File: src/rtl/stall_sched_pkg.sv
// ---------------------------------------------------------------------------
// stall_sched_pkg : shared stall-bus encodings and scheduler state codes
// Rev 1.0
// ---------------------------------------------------------------------------
`default_nettype none

package stall_sched_pkg;

   localparam int STALL_BUS_W = 6;

   typedef logic [STALL_BUS_W-1:0] stall_bus_t;

   // bit0=PC, bit1=IF, bit2=ID, bit3=EX, bit4=MEM, bit5=WB
   localparam stall_bus_t STALL_NONE = 6'b000000;
   localparam stall_bus_t STALL_LOAD = 6'b000111;
   localparam stall_bus_t STALL_EX   = 6'b001111;

   localparam logic [1:0] ST_IDLE = 2'd0;
   localparam logic [1:0] ST_BUSY = 2'd1;
   localparam logic [1:0] ST_DONE = 2'd2;

endpackage

`default_nettype wire

File: src/rtl/stall_sched_if.sv
// ---------------------------------------------------------------------------
// stall_sched_if : pipeline <-> hazard scheduler bundle
// Rev 1.0   (perf ports present when STALL_SCHED_PERF_EN is defined)
// ---------------------------------------------------------------------------
`default_nettype none

interface stall_sched_if #(
   parameter int STALL_W = 6
);
   logic                stallreq_for_load;
   logic                div_req;
   logic                div_ready;
   logic                flush_req;
   logic [31:0]         flush_pc;
   logic [STALL_W-1:0]  stall;
   logic                flush;
   logic [31:0]         new_pc;
   logic                div_start;
   logic                div_cancel;
   logic                div_timeout;
`ifdef STALL_SCHED_PERF_EN
   logic [31:0]         perf_load_stall;
   logic [31:0]         perf_div_stall;
   logic [31:0]         perf_flush;

   modport master (
      output stallreq_for_load, div_req, div_ready, flush_req, flush_pc,
      input  stall, flush, new_pc, div_start, div_cancel, div_timeout,
      input  perf_load_stall, perf_div_stall, perf_flush
   );
   modport slave (
      input  stallreq_for_load, div_req, div_ready, flush_req, flush_pc,
      output stall, flush, new_pc, div_start, div_cancel, div_timeout,
      output perf_load_stall, perf_div_stall, perf_flush
   );
`else
   modport master (
      output stallreq_for_load, div_req, div_ready, flush_req, flush_pc,
      input  stall, flush, new_pc, div_start, div_cancel, div_timeout
   );
   modport slave (
      input  stallreq_for_load, div_req, div_ready, flush_req, flush_pc,
      output stall, flush, new_pc, div_start, div_cancel, div_timeout
   );
`endif
endinterface

`default_nettype wire

File: src/rtl/stall_sched_wdog.sv
// ---------------------------------------------------------------------------
// stall_sched_wdog : divider wait counter with sticky timeout flag
// Rev 1.0
// ---------------------------------------------------------------------------
`default_nettype none

module stall_sched_wdog #(
   parameter int MAX_WAIT = 64,
   parameter int CNT_W    = 7
)(
   input  logic clk,
   input  logic rst,
   input  logic clear_i,
   input  logic enable_i,
   output logic expire_o,
   output logic timeout_o
);
   logic [CNT_W-1:0] cnt_q;
   logic             timeout_q;

   assign expire_o  = enable_i && (cnt_q == CNT_W'(MAX_WAIT - 1));
   assign timeout_o = timeout_q;

   always_ff @(posedge clk or negedge rst) begin
      if (!rst) begin
         cnt_q     <= '0;
         timeout_q <= 1'b0;
      end else begin
         if (clear_i)
            cnt_q <= '0;
         else if (enable_i)
            cnt_q <= cnt_q + 1'b1;
         if (expire_o)
            timeout_q <= 1'b1;
      end
   end

endmodule

`default_nettype wire

File: src/rtl/stall_sched.sv
// ---------------------------------------------------------------------------
// stall_sched : merges load-use, divider and flush hazards into stall/flush
// Rev 1.0   (optional perf counters: STALL_SCHED_PERF_EN)
// ---------------------------------------------------------------------------
`default_nettype none

module stall_sched
   import stall_sched_pkg::*;
#(
   parameter int STALL_W  = 6,
   parameter int MAX_WAIT = 64,
   parameter int CNT_W    = 7
)(
   input  logic          clk,
   input  logic          rst,
   stall_sched_if.slave  bus
);
   logic [1:0]         state_q, state_d;
   logic [STALL_W-1:0] stall_w;
   logic               start_w, cancel_w;
   logic               clear_w, enable_w, expire_w, timeout_w;

   assign clear_w  = (state_q == ST_IDLE) && bus.div_req && !bus.flush_req;
   assign enable_w = (state_q == ST_BUSY) && !bus.flush_req && !bus.div_ready;

   stall_sched_wdog #(
      .MAX_WAIT (MAX_WAIT),
      .CNT_W    (CNT_W)
   ) u_wdog (
      .clk       (clk),
      .rst       (rst),
      .clear_i   (clear_w),
      .enable_i  (enable_w),
      .expire_o  (expire_w),
      .timeout_o (timeout_w)
   );

   always_comb begin
      state_d  = state_q;
      stall_w  = STALL_W'(STALL_NONE);
      start_w  = 1'b0;
      cancel_w = 1'b0;
      case (state_q)
         ST_IDLE: begin
            if (!bus.flush_req) begin
               if (bus.div_req) begin
                  start_w = 1'b1;
                  stall_w = STALL_W'(STALL_EX);
                  state_d = ST_BUSY;
               end else if (bus.stallreq_for_load) begin
                  stall_w = STALL_W'(STALL_LOAD);
               end
            end
         end
         ST_BUSY: begin
            if (bus.flush_req) begin
               cancel_w = 1'b1;
               state_d  = ST_IDLE;
            end else begin
               stall_w = STALL_W'(STALL_EX);
               if (bus.div_ready || expire_w)
                  state_d = ST_DONE;
            end
         end
         // One free cycle lets EX capture the quotient; div_req is stale here.
         ST_DONE: state_d = ST_IDLE;
         default: state_d = ST_IDLE;
      endcase
   end

   always_ff @(posedge clk or negedge rst) begin
      if (!rst)
         state_q <= ST_IDLE;
      else
         state_q <= state_d;
   end

   // Outputs go quiet the instant reset asserts, without waiting for clk.
   assign bus.stall       = rst ? stall_w : '0;
   assign bus.div_start   = rst && start_w;
   assign bus.div_cancel  = rst && cancel_w;
   assign bus.flush       = rst && bus.flush_req;
   assign bus.new_pc      = (rst && bus.flush_req) ? bus.flush_pc : 32'h0;
   assign bus.div_timeout = timeout_w;

`ifdef STALL_SCHED_PERF_EN
   logic [31:0] perf_load_q, perf_div_q, perf_flush_q;

   always_ff @(posedge clk or negedge rst) begin
      if (!rst) begin
         perf_load_q  <= '0;
         perf_div_q   <= '0;
         perf_flush_q <= '0;
      end else begin
         if (bus.stall == STALL_W'(STALL_LOAD) && perf_load_q != '1)
            perf_load_q <= perf_load_q + 1'b1;
         if (bus.stall == STALL_W'(STALL_EX) && perf_div_q != '1)
            perf_div_q <= perf_div_q + 1'b1;
         if (bus.flush && perf_flush_q != '1)
            perf_flush_q <= perf_flush_q + 1'b1;
      end
   end

   assign bus.perf_load_stall = perf_load_q;
   assign bus.perf_div_stall  = perf_div_q;
   assign bus.perf_flush      = perf_flush_q;
`endif

endmodule

`default_nettype wire
File: src/flat_wrapper.sv
// flat-port wrapper written by rule: the top's interface ports become plain ports
module stall_sched_flat import stall_sched_pkg::*;
#(
   parameter int STALL_W  = 6,
   parameter int MAX_WAIT = 64,
   parameter int CNT_W    = 7
)
  (clk, rst, bus_stallreq_for_load, bus_div_req, bus_div_ready, bus_flush_req, bus_flush_pc, bus_stall, bus_flush, bus_new_pc, bus_div_start, bus_div_cancel, bus_div_timeout);
  stall_sched_if #(.STALL_W(STALL_W)) bus_i ();
  input  logic clk;
  input  logic rst;
  input wire logic [$bits(bus_i.stallreq_for_load)-1:0] bus_stallreq_for_load;
  input wire logic [$bits(bus_i.div_req)-1:0] bus_div_req;
  input wire logic [$bits(bus_i.div_ready)-1:0] bus_div_ready;
  input wire logic [$bits(bus_i.flush_req)-1:0] bus_flush_req;
  input wire logic [$bits(bus_i.flush_pc)-1:0] bus_flush_pc;
  output wire logic [$bits(bus_i.stall)-1:0] bus_stall;
  output wire logic [$bits(bus_i.flush)-1:0] bus_flush;
  output wire logic [$bits(bus_i.new_pc)-1:0] bus_new_pc;
  output wire logic [$bits(bus_i.div_start)-1:0] bus_div_start;
  output wire logic [$bits(bus_i.div_cancel)-1:0] bus_div_cancel;
  output wire logic [$bits(bus_i.div_timeout)-1:0] bus_div_timeout;
  assign bus_i.stallreq_for_load = bus_stallreq_for_load;
  assign bus_i.div_req = bus_div_req;
  assign bus_i.div_ready = bus_div_ready;
  assign bus_i.flush_req = bus_flush_req;
  assign bus_i.flush_pc = bus_flush_pc;
  assign bus_stall = bus_i.stall;
  assign bus_flush = bus_i.flush;
  assign bus_new_pc = bus_i.new_pc;
  assign bus_div_start = bus_i.div_start;
  assign bus_div_cancel = bus_i.div_cancel;
  assign bus_div_timeout = bus_i.div_timeout;
  stall_sched #(.STALL_W(STALL_W), .MAX_WAIT(MAX_WAIT), .CNT_W(CNT_W)) u_core (.clk(clk), .rst(rst), .bus(bus_i));
endmodule
File: config.mk
export PLATFORM = sky130hd
export DESIGN_NAME = stall_sched_flat
export DESIGN_NICKNAME = d
export VERILOG_FILES = /design/src/rtl/stall_sched_pkg.sv /design/src/rtl/stall_sched_if.sv /design/src/rtl/stall_sched_wdog.sv /design/src/rtl/stall_sched.sv /design/src/flat_wrapper.sv
export SDC_FILE = /design/constraint.sdc
export NUM_CORES = 1
export LEC_CHECK = 0
export ABC_AREA = 1
export CAP_MARGIN = 20
export CORE_UTILIZATION = 31
export CTS_CLUSTER_DIAMETER = 80
export DETAILED_ROUTE_END_ITERATION = 8
export PLACE_DENSITY = 0.81
export RECOVER_POWER = 100
export SETUP_SLACK_MARGIN = 0.3
export SLEW_MARGIN = 20
export SYNTH_ARGS = -nofsm -noshare
export SYNTH_HDL_FRONTEND = slang
export SYNTH_SLANG_ARGS = --single-unit
File: constraint.sdc
create_clock -name clk -period 1.53 [get_ports clk]
set_input_delay 0.2295 -clock clk [delete_from_list [all_inputs] [get_ports clk]]
set_output_delay 0.2295 -clock clk [all_outputs]
set_load 0.01 [all_outputs]
==> metrics.cfg <==
[setup_path]
ff2ff_setup_slack_ns=0.16
critPathLaunchType=flip-flop
crit_start=u_core.state_q[1]$_DFFE_PN0P_
crit_chain=nor4_4, clkbuf_1
cp-end-kind=output pin
r2r_cells=7
worstReg2RegStart=u_core.state_q[1]$_DFFE_PN0P_
slowest_stage=dfrtp_1
worst-path-max-fanout=3
worstPathRequired_ns=1.30
worstPathArrival_ns=1.21
reg2reg_to=u_core.u_wdog.cnt_q[1]$_DFFE_PN0P_
cpPeakStageDelay_ns=0.45
critPathKind=flip-flop to output pin

[min_path]
holdCritPathClass=flip-flop to flip-flop
hold_start=u_core.u_wdog.timeout_o$_DFFE_PN0P_
holdPathStages=1
worstHoldEndpoint=u_core.u_wdog.timeout_o$_DFFE_PN0P_

[power]
p_clk_frac=0.230
p_seq_frac=0.353
peakVddDrop_mv=0.672
p_leak_nw=0.957
combPwrFrac=0.417
power.switching_w=0.000271
cellPowerDensity_nw_per_um2=488
internal-power_w=0.000551
swShare=0.329

[route]
dr.pass1.iters=4
vias=1197
avgViaCountPerCell=4.35
drtIter0Drc=41
wl_per_cell_um=11.8
routed_wl_um=3240
ant_nets=0
drc_errors=0

[global_route]
grt-ovfl-total=0
grtUsageTotal=0.206
antenna_found_initial=0
grt_first_pass_wirelength_um=5000
grt_max_degree=18
first_global_vias=996

[sta]
rsz0062_at_grt=yes
hold_viol_final=0
setup_viol=0
fin_crit_sh=0.939
worst_pin_slew_ns=0.553
maxSlewViolCount=0
fmax_ghz=0.696
fin_skew_ns=0.00647
relSlewSlack=0.631
setup_slack_ns=0.0937
period_minus_slack_ns=1.44

[clock_tree]
path_clk_slew_ns=0.07
tritoncts=yes
cts_buffers=3
h-tree-depth=1
clk_latency_ns=0.28
cts_buffer_depth=2
clockRootBuffer=clkbuf_4
cts_sinks=10

[die]
start_util=0.341
die_w_um=55.3
die_y_um=55.3
ioPinCount=80
fp.coreArea_um2=2590
rows=18
die_area_um2=3060

[flow_run]
drv_cap=0

[synthesis]
syn_avg_cell_area_um2=5.92
synth_edf_count=0
synth_top_area_frac=0.284
synthDistinctLibCells=21
netlist_area_um2=882
ys_seq_area_frac=0.284
synth_seq_cells=10
post-synth-top-count-cell=nor2_1
async_flop_share=1.00
netlist_instances=149
synth_warnings=0
synth_area_leader_cell=dfrtp_1
synthFlopType=dfrtp_1
synth_common_cells=nor2_1 (41), inv_1 (40), nand2_1 (22)
ys_top_cells_by_area=dfrtp_1 (28%), nor2_1 (17%), inv_1 (17%), nand2_1 (9.4%), nand3_1 (4.0%)

[run_status]
status=finished clean

[placed_design]
port-buffer-count=77
preCtsSetupSlack_ns=-0.465
place_inst=260
dp_hpwl_um=2260
place_congestion=0.822
place_area_um2=1750

[final_layout]
n_antenna_cell=0
drive_gt1_frac=0.204
area.growth.synth_to_final_pct=90.8
instances_no_fill=275
final_core_util=0.650
fin_nets=286
final_area_um2=1680

power groups by stage:
stage	Clock, W	Sequential [W]	Combinational (W)
2_1_floorplan	0	0.000293	0.000131
3_3_place_gp	0	0.000294	0.000344
3_5_place_dp	0	0.000294	0.000349
4_1_cts	0.000180	0.000289	0.000334
5_1_grt	0.000211	0.000291	0.000372
6_report	0.000189	0.000290	0.000343
critical path: cells and delay by family (launching register included):
| family | cells | cell delay, ns |
|---|---|---|
| simple gates | 1 | 0.29 |
| buf+inv | 1 | 0.19 |
| flops | 1 | 0.45 |
sequential cells by signal (all words and copies together) (netlist names):
name and cells:
u_core.state_q 2, u_core.u_wdog.cnt_q 7, u_core.u_wdog.timeout_o 1
worst max path at each step:
stage	cells past startpoint	endpoint
3_5_place_dp	4	bus_stall[0]
2_1_floorplan	2	bus_stall[1]
6_report	2	bus_stall[0]
3_3_place_gp	4	bus_stall[1]
5_1_grt	4	bus_div_start
4_1_cts	3	bus_stall[0]
cell type report:
cell class                      instances  area (um^2)
Fill cell                             253          907
Timing Repair Buffer                   99          724
Tap cell                               30         37.5
Sequential cell                        10          250
Multi-Input combinational cell         88          475
Inverter                               45          173
Clock buffer                            3         22.5
cell usage in the layout, fill, tap and decap left out, types with 2 or more instances in the layout:
cell / count
clkbuf_2: 2
nand2_1: 21
dfrtp_1: 10
clkbuf_4: 3
clkbuf_1: 34
buf_2: 7
buf_4: 14
conb_1: 2
nor2_2: 6
inv_2: 2
nand4_1: 2
dlygate4sd2_1: 3
inv_1: 41
buf_6: 2
clkdlybuf4s50_1: 34
nor2_1: 35
nand3_1: 6
o21ai_1: 2
timing repair:
item | 4_1_cts | 5_1_grt
setup endpoints to repair | 50 | 35
endpoints found under the hold margin | 10 | 0
resized for setup | 174 | 16
hold buffers | 1 | 0
pin swaps | 4 | 9
setup buffers | 3 | 7
gates cloned | 1 | 0
per-stage QoR:
step                      total power, W  hold WS, ns  TNS (ns)
after floorplan                 0.000424      -0.0661         0
after global placement          0.000638        0.446    -15.19
after detailed placement        0.000643        0.457    -15.80
after CTS                       0.000804        0.472         0
after global routing            0.000874        0.471         0
final                           0.000822        0.461         0
cell families (layout without fill, tap and decap cells):
logic type               Yosys count  in the layout  synth area share
other                              1              2           0.00425
adder cells (fa/ha/maj)            1              1            0.0142
buffers and inverters             52            147             0.243
AO/OA/AOI/OAI                      5              5            0.0312
XOR/XNOR                           1              1           0.00993
AND/OR/NAND/NOR                   79             79             0.414
flip-flops                        10             10             0.284
routing by layer:
| layer | GRT usage | wire length [um] | vias to the layer above |
|---|---|---|---|
| li1 | - | - | 612 |
| met1 | 0.284 | 1430 | 526 |
| met2 | 0.320 | 1550 | 56 |
| met3 | 0.0398 | 221 | 3 |
| met4 | 0.0750 | 37 | 0 |
| met5 | 0 | 0 | - |
No activity file was read; power rests on OpenSTA's default activity.
